**src/rtl/div_sqrt_arbiter_mvp_pkg.sv**
```systemverilog
// Shared definitions for the div/sqrt arbiter: widths, FSM states, request
// struct and the canonical quiet-NaN table used for aborted operations.
package defs_div_sqrt_mvp;

  localparam int C_OP_FP64 = 64;
  localparam int C_RM      = 3;
  localparam int C_FS      = 2;
  localparam int C_FFLAGS  = 5;

  localparam logic [C_OP_FP64-1:0] C_QNAN_FP32    = 64'h0000_0000_7FC0_0000;
  localparam logic [C_OP_FP64-1:0] C_QNAN_FP64    = 64'h7FF8_0000_0000_0000;
  localparam logic [C_OP_FP64-1:0] C_QNAN_FP16    = 64'h0000_0000_0000_7E00;
  localparam logic [C_OP_FP64-1:0] C_QNAN_FP16ALT = 64'h0000_0000_0000_7FC0;
  localparam logic [C_FFLAGS-1:0]  C_TIMEOUT_FLAGS = 5'b10000;

  typedef enum logic [1:0] {
    ARB_IDLE,
    ARB_ISSUE,
    ARB_BUSY,
    ARB_RESP
  } arb_state_e;

  typedef struct packed {
    logic                 sqrt;
    logic [C_OP_FP64-1:0] op_a;
    logic [C_OP_FP64-1:0] op_b;
    logic [C_RM-1:0]      rm;
    logic [C_FS-1:0]      fmt;
  } arb_req_t;

  function automatic logic [C_OP_FP64-1:0] canon_nan(input logic [C_FS-1:0] fmt);
    case (fmt)
      2'b00:   canon_nan = C_QNAN_FP32;
      2'b01:   canon_nan = C_QNAN_FP64;
      2'b10:   canon_nan = C_QNAN_FP16;
      default: canon_nan = C_QNAN_FP16ALT;
    endcase
  endfunction

endpackage

```
**src/rtl/div_sqrt_arbiter_mvp_rr.sv**
```systemverilog
// Round-robin first-one search: lowest set valid at or above the pointer,
// wrapping modulo NUM_REQ. Purely combinational; the pointer lives upstream.
module rr_arbiter_mvp #(
  parameter int NUM_REQ = 2,
  parameter int IDX_W   = 1
) (
  input  logic [NUM_REQ-1:0] Valid_SI,
  input  logic [IDX_W-1:0]   Ptr_DI,
  output logic [NUM_REQ-1:0] Gnt_SO,
  output logic [IDX_W-1:0]   Idx_DO,
  output logic               Any_SO
);

  int pos;

  // Walk offsets from farthest to nearest so the nearest hit is written last.
  always_comb begin
    Gnt_SO = '0;
    Idx_DO = '0;
    Any_SO = 1'b0;
    pos    = 0;
    for (int i = NUM_REQ - 1; i >= 0; i--) begin
      pos = int'(Ptr_DI) + i;
      if (pos >= NUM_REQ) pos = pos - NUM_REQ;
      if (Valid_SI[pos[IDX_W-1:0]]) begin
        Any_SO = 1'b1;
        Idx_DO = pos[IDX_W-1:0];
        Gnt_SO = '0;
        Gnt_SO[pos[IDX_W-1:0]] = 1'b1;
      end
    end
  end

endmodule

```
**src/rtl/div_sqrt_arbiter_mvp.sv**
```systemverilog
// Shares one div/sqrt unit among NUM_REQ requesters, round-robin, one op in
// flight. Optional busy-timeout abort is enabled by DIV_SQRT_ARB_TIMEOUT_EN.
module div_sqrt_arbiter_mvp
  import defs_div_sqrt_mvp::*;
#(
  parameter int NUM_REQ     = 2,
  parameter int TIMEOUT_CYC = 127
) (
  input  logic                           Clk_CI,
  input  logic                           Rst_RI,
  input  logic [NUM_REQ-1:0]             Req_valid_SI,
  output logic [NUM_REQ-1:0]             Req_ready_SO,
  input  logic [NUM_REQ-1:0]             Req_sqrt_SI,
  input  logic [NUM_REQ*C_OP_FP64-1:0]   Req_operand_a_DI,
  input  logic [NUM_REQ*C_OP_FP64-1:0]   Req_operand_b_DI,
  input  logic [NUM_REQ*C_RM-1:0]        Req_rm_SI,
  input  logic [NUM_REQ*C_FS-1:0]        Req_fmt_SI,
  output logic [NUM_REQ-1:0]             Resp_valid_SO,
  input  logic [NUM_REQ-1:0]             Resp_ready_SI,
  output logic [C_OP_FP64-1:0]           Resp_result_DO,
  output logic [C_FFLAGS-1:0]            Resp_fflags_DO,
  output logic                           Resp_timeout_SO,
  output logic                           Div_start_SO,
  output logic                           Sqrt_start_SO,
  output logic [C_OP_FP64-1:0]           Operand_a_DO,
  output logic [C_OP_FP64-1:0]           Operand_b_DO,
  output logic [C_RM-1:0]                RM_SO,
  output logic [C_FS-1:0]                Format_sel_SO,
  output logic                           Kill_SO,
  input  logic                           Unit_ready_SI,
  input  logic                           Unit_done_SI,
  input  logic [C_OP_FP64-1:0]           Unit_result_DI,
  input  logic [C_FFLAGS-1:0]            Unit_fflags_DI
);

  localparam int IDX_W = (NUM_REQ > 1) ? $clog2(NUM_REQ) : 1;

  if (NUM_REQ < 2 || NUM_REQ > 8) begin : g_bad_num_req
    $error("div_sqrt_arbiter_mvp: NUM_REQ must be 2..8");
  end
  if (TIMEOUT_CYC < 1) begin : g_bad_timeout
    $error("div_sqrt_arbiter_mvp: TIMEOUT_CYC must be >= 1");
  end

  arb_state_e           state_SP, state_SN;
  logic [IDX_W-1:0]     ptr_SP, grant_SP;
  arb_req_t             req_SP;
  logic [C_OP_FP64-1:0] result_DP;
  logic [C_FFLAGS-1:0]  fflags_DP;

  logic [NUM_REQ-1:0]   arb_gnt;
  logic [IDX_W-1:0]     arb_idx;
  logic                 arb_any;
  logic                 accept, done_take, resp_hs;

  rr_arbiter_mvp #(
    .NUM_REQ (NUM_REQ),
    .IDX_W   (IDX_W)
  ) i_rr (
    .Valid_SI (Req_valid_SI),
    .Ptr_DI   (ptr_SP),
    .Gnt_SO   (arb_gnt),
    .Idx_DO   (arb_idx),
    .Any_SO   (arb_any)
  );

`ifdef DIV_SQRT_ARB_TIMEOUT_EN
  localparam int CNT_W = $clog2(TIMEOUT_CYC + 1);

  logic [CNT_W-1:0] cnt_SP;
  logic             expired, kill, timeout_SP;

  // Counter sits at zero outside BUSY, so it is already clear on BUSY entry.
  always_ff @(posedge Clk_CI) begin
    if (Rst_RI || state_SP != ARB_BUSY) cnt_SP <= '0;
    else                                cnt_SP <= cnt_SP + 1'b1;
  end

  assign expired         = (cnt_SP == CNT_W'(TIMEOUT_CYC - 1));
  assign Kill_SO         = kill;
  assign Resp_timeout_SO = timeout_SP;
`else
  assign Kill_SO         = 1'b0;
  assign Resp_timeout_SO = 1'b0;
`endif

  always_ff @(posedge Clk_CI) begin
    if (Rst_RI) state_SP <= ARB_IDLE;
    else        state_SP <= state_SN;
  end

  always_comb begin
    state_SN      = state_SP;
    Req_ready_SO  = '0;
    Resp_valid_SO = '0;
    Div_start_SO  = 1'b0;
    Sqrt_start_SO = 1'b0;
    accept        = 1'b0;
    done_take     = 1'b0;
    resp_hs       = 1'b0;
`ifdef DIV_SQRT_ARB_TIMEOUT_EN
    kill          = 1'b0;
`endif
    case (state_SP)
      ARB_IDLE: begin
        Req_ready_SO = arb_gnt;
        if (arb_any) begin
          accept   = 1'b1;
          state_SN = ARB_ISSUE;
        end
      end
      ARB_ISSUE: begin
        if (Unit_ready_SI) begin
          Div_start_SO  = ~req_SP.sqrt;
          Sqrt_start_SO = req_SP.sqrt;
          state_SN      = ARB_BUSY;
        end
      end
      ARB_BUSY: begin
        // A done in the expiry cycle takes priority over the abort.
        if (Unit_done_SI) begin
          done_take = 1'b1;
          state_SN  = ARB_RESP;
        end
`ifdef DIV_SQRT_ARB_TIMEOUT_EN
        else if (expired) begin
          kill     = 1'b1;
          state_SN = ARB_RESP;
        end
`endif
      end
      ARB_RESP: begin
        Resp_valid_SO[grant_SP] = 1'b1;
        if (Resp_ready_SI[grant_SP]) begin
          resp_hs  = 1'b1;
          state_SN = ARB_IDLE;
        end
      end
      default: state_SN = ARB_IDLE;
    endcase
  end

  always_ff @(posedge Clk_CI) begin
    if (Rst_RI) begin
      ptr_SP    <= '0;
      grant_SP  <= '0;
      req_SP    <= '0;
      result_DP <= '0;
      fflags_DP <= '0;
`ifdef DIV_SQRT_ARB_TIMEOUT_EN
      timeout_SP <= 1'b0;
`endif
    end else begin
      if (accept) begin
        grant_SP    <= arb_idx;
        req_SP.sqrt <= Req_sqrt_SI[arb_idx];
        req_SP.op_a <= Req_operand_a_DI[arb_idx*C_OP_FP64 +: C_OP_FP64];
        req_SP.op_b <= Req_operand_b_DI[arb_idx*C_OP_FP64 +: C_OP_FP64];
        req_SP.rm   <= Req_rm_SI[arb_idx*C_RM +: C_RM];
        req_SP.fmt  <= Req_fmt_SI[arb_idx*C_FS +: C_FS];
      end
      if (done_take) begin
        result_DP <= Unit_result_DI;
        fflags_DP <= Unit_fflags_DI;
`ifdef DIV_SQRT_ARB_TIMEOUT_EN
        timeout_SP <= 1'b0;
      end else if (kill) begin
        result_DP  <= canon_nan(req_SP.fmt);
        fflags_DP  <= C_TIMEOUT_FLAGS;
        timeout_SP <= 1'b1;
`endif
      end
      if (resp_hs)
        ptr_SP <= (grant_SP == IDX_W'(NUM_REQ - 1)) ? '0 : grant_SP + 1'b1;
    end
  end

  assign Operand_a_DO   = req_SP.op_a;
  assign Operand_b_DO   = req_SP.op_b;
  assign RM_SO          = req_SP.rm;
  assign Format_sel_SO  = req_SP.fmt;
  assign Resp_result_DO = result_DP;
  assign Resp_fflags_DO = fflags_DP;

endmodule

```
**config.mk**
```make
export PLATFORM = sky130hd
export DESIGN_NAME = div_sqrt_arbiter_mvp
export DESIGN_NICKNAME = d
export VERILOG_FILES = /design/src/rtl/div_sqrt_arbiter_mvp_pkg.sv /design/src/rtl/div_sqrt_arbiter_mvp_rr.sv /design/src/rtl/div_sqrt_arbiter_mvp.sv
export SDC_FILE = /design/constraint.sdc
export NUM_CORES = 1
export LEC_CHECK = 0
export ABC_AREA = 1
export ABC_CLOCK_PERIOD_IN_PS = 2050
export CORE_AREA = 2 2 219 221
export CTS_CLUSTER_SIZE = 30
export DETAILED_ROUTE_END_ITERATION = 10
export DIE_AREA = 0 0 221 223
export PLACE_DENSITY = 0.52
export SYNTH_ARGS = -nofsm -noshare
export SYNTH_HDL_FRONTEND = slang
export SYNTH_SLANG_ARGS = --single-unit
```
**constraint.sdc**
```tcl
create_clock -name Clk_CI -period 2.05 [get_ports Clk_CI]
set_input_delay 0.5125 -clock Clk_CI [delete_from_list [all_inputs] [get_ports Clk_CI]]
set_output_delay 0.5125 -clock Clk_CI [all_outputs]
set_load 0.02 [all_outputs]
```
==> reports/metrics.yaml <==
outcome: "finished, final reports clean"
path_clk_slew_ns: 0.06
grt_max_degree: 154
synth_area_sq_um: 11000
fin_cells: 2835
report.final.hold_viol_count: 0
slowest_stage: "dfxtp_2"
register_area_sq_um: 4150
ir_worst_vdd_mv: 0.525
maxSlewHeadroom_pct: 57.7
fill_cells: 5052
r2r_slack_ns: 0.23
die_x_microns: 221
fin_crit_ns: 2.04
maxCapViolCount: 0
fin_skew_ns: 0.0128
end_kind: "primary output"
numCtsBuffers: 27
worst_pin_slew_ns: 0.634
synthXorXnorAreaFrac_pct: 0
final_common_cell: "nand2_1"
wl_per_cell_microns: 13.6
synth_fa_ha_area_share_pct: 0.456
grt_pass1_wl_microns: 58700
die_h_microns: 223
yosysSeqAreaShare_pct: 37.8
critPathMostFrequentCell: "inv_2"
multi_input_area_sq_um: 4360
r2r_end: "Resp_result_DO[56]"
fmax_ghz: 0.490
synth.area.mux_share_pct: 0
ys_ff_latch: 207
drt_iter0_markers: 378
dieArea_sq_um: 49300
clockBufferDepth: 3
wl_microns: 38600
route.detailed.drc: 0
synth-simple-area-share_pct: 28.9
slowest_delay_ns: 0.33
syn-instance-count: 1776
min_delay_worst_endpoint: "Resp_result_DO[11]"
antenna_cells: 0
cp.required_ns: 1.54
r2r-start: "state_SP[0]"
cts_tree: "yes"
final_cell_mix: "nand2_1 (418), nor2_1 (415), clkdlybuf4s50_1 (376), inv_1 (277), dfxtp_1 (206)"
worstPathMaxFanout: 3
powerDensity_nw_per_um2: 1190
antenna_found_initial: 0
io_buffers: 552
p_leak_nw: 9.32
worstSetupPathType: "register to primary output"
hold_slack_ns: 0.471
synth_top_family_by_area: "simple AND/OR/NAND/NOR gates"
whs_path_depth: 2
path_cells: "inv_2 > ha_4 > inv_4 > or2_4 > inv_2 > buf_6"
clock-sinks: 207
h-tree-depth: 1
overflow: 0
ys_types: 21
dp_hpwl_microns: 29600
rows: 80
post-route-period-util_pct: 99.5
yosysTopAreaCell: "dfxtp_1"
start_kind: "register"
drive_above_1_share_pct: 6.31
slew_viol_final: 0
synth_top_area_share_pct: 37.8
critPathArrivalTime_ns: 1.53
ios: 555
grt_pass1_vias: 10844
core-area_sq_um: 47100
ys_warn_count: 0
rr_worst_depth: 10
root_buffer: "clkbuf_16"
min-delay-start: "Resp_result_DO[11]"
holdBufCountCts: 0
synth_compound_area_share_pct: 9.57
initial_utilization_pct: 23.3
syn2layout_area_growth_pct: 59.2
grt_use_total_pct: 14.8
clock_latency_ns: 0.55
route.vias.total: 11218
min_path_type: "register to register"
final_nets: 2548
gp_congestion: 0.827
ant_nets: 0
syn_avg_cell_area_sq_um: 6.18
setup_viol: 0
synth_area_leaders: "dfxtp_1 (38%), nand2_1 (14%), nor2_1 (14%)"
place_inst: 2784
rsz0062_at_grt: "true"
firstDrtPassIters: 7
viasPerCell: 3.96
[stage by stage]
step                      setup WS (ns)  TNS (ns)  total power, mW  util [%]  cell area (sq um)
final                           0.00929         0             20.8      37.1              17500
after global routing            -0.0654    -0.161             22.4      37.1              17500
after CTS                       -0.0571    -0.153             21.3      36.8              17300
after detailed placement         -0.534    -38.56             16.8      35.1              16500
after global placement           -0.521    -37.78             16.7      35.1              16500
after floorplan                   0.241         0             13.0         -              11000
[cells by family (layout without fill, tap and decap cells)]
group                      after synthesis  after routing
AOI/OAI and AO/OA                      209            209
and+or+nand+nor                        841            841
buffers and inverters                  514            957
DFF                                    207            207
other                                    1              2
adders and majority gates                4              4
[power breakdown]
| group | internal, mW | switching, mW | total (mW) |
|---|---|---|---|
| Sequential | 5.41 | 0.661 | 6.07 |
| Clock | 2.93 | 1.84 | 4.77 |
| Combinational | 4.29 | 5.69 | 9.98 |
| Total | 12.6 | 8.19 | 20.8 |
[area by class of cell]
| type | count | share of cell area, % |
|---|---|---|
| timing repair buffer | 622 | 35.5 |
| clock inverter | 7 | 0.365 |
| tap | 615 | 4.41 |
| sequential | 207 | 23.7 |
| clock buffer | 43 | 4.84 |
| inverter | 285 | 6.17 |
| multi-input combinational | 1056 | 24.9 |
[metal layers]
metal / vias to the layer above / GRT usage, % / part of all wire [%]
li1: 5921 / - / -
met1: 4881 / 16.1 / 40
met2: 359 / 27.2 / 50
met3: 57 / 5.29 / 8.0
met4: 0 / 4.05 / 2.7
met5: - / 0 / 0
[worst max-delay path by stage]
stage	start	end	slack (ns)
detailed placement	Req_valid_SI[1]	Req_ready_SO[1]	-0.53
global route	state_SP[0]	Req_ready_SO[1]	-0.07
finish	state_SP[0]	Req_ready_SO[1]	0.009
CTS	state_SP[1]	Div_start_SO	-0.06
global placement	Req_valid_SI[1]	Req_ready_SO[1]	-0.52
floorplan	Req_valid_SI[0]	Req_ready_SO[1]	0.24
[synthesized netlist by cell type (all sizes together)]
cell / number
o21ai: 205
buf: 182
nor2: 415
nor3: 3
ha: 4
a21oi: 4
dfxtp: 207
or2: 1
conb: 1
clkinv: 1
inv: 284
clkbuf: 47
nand2: 420
nand3: 2
[critical path, delay by kind of cell, from the launching register on]
family	cells	cell delay (ns)
flip-flops	1	0.33
buffers and inverters	4	0.28
AND/OR/NAND/NOR	1	0.23
adder cells (fa/ha/maj)	1	0.15
[state kept, by name, summed over array words and instances, names as in the netlist]
| register | count |
|---|---|
| Operand_a_DO | 64 |
| Operand_b_DO | 64 |
| Format_sel_SO | 2 |
| grant_SP | 1 |
| req_SP | 1 |
| state_SP | 2 |
| Resp_fflags_DO | 5 |
| Resp_result_DO | 64 |
| RM_SO | 3 |
| ptr_SP | 1 |
[timing repair]
| item | in CTS | in global routing |
|---|---|---|
| endpoints found under the hold margin | 0 | 0 |
| buffers inserted | 1 | 0 |
| pin swaps | 3 | 4 |
| gates resized for setup | 176 | 48 |
| endpoints found under the setup margin | 132 | 48 |
Power figures use the tool's default switching activity.
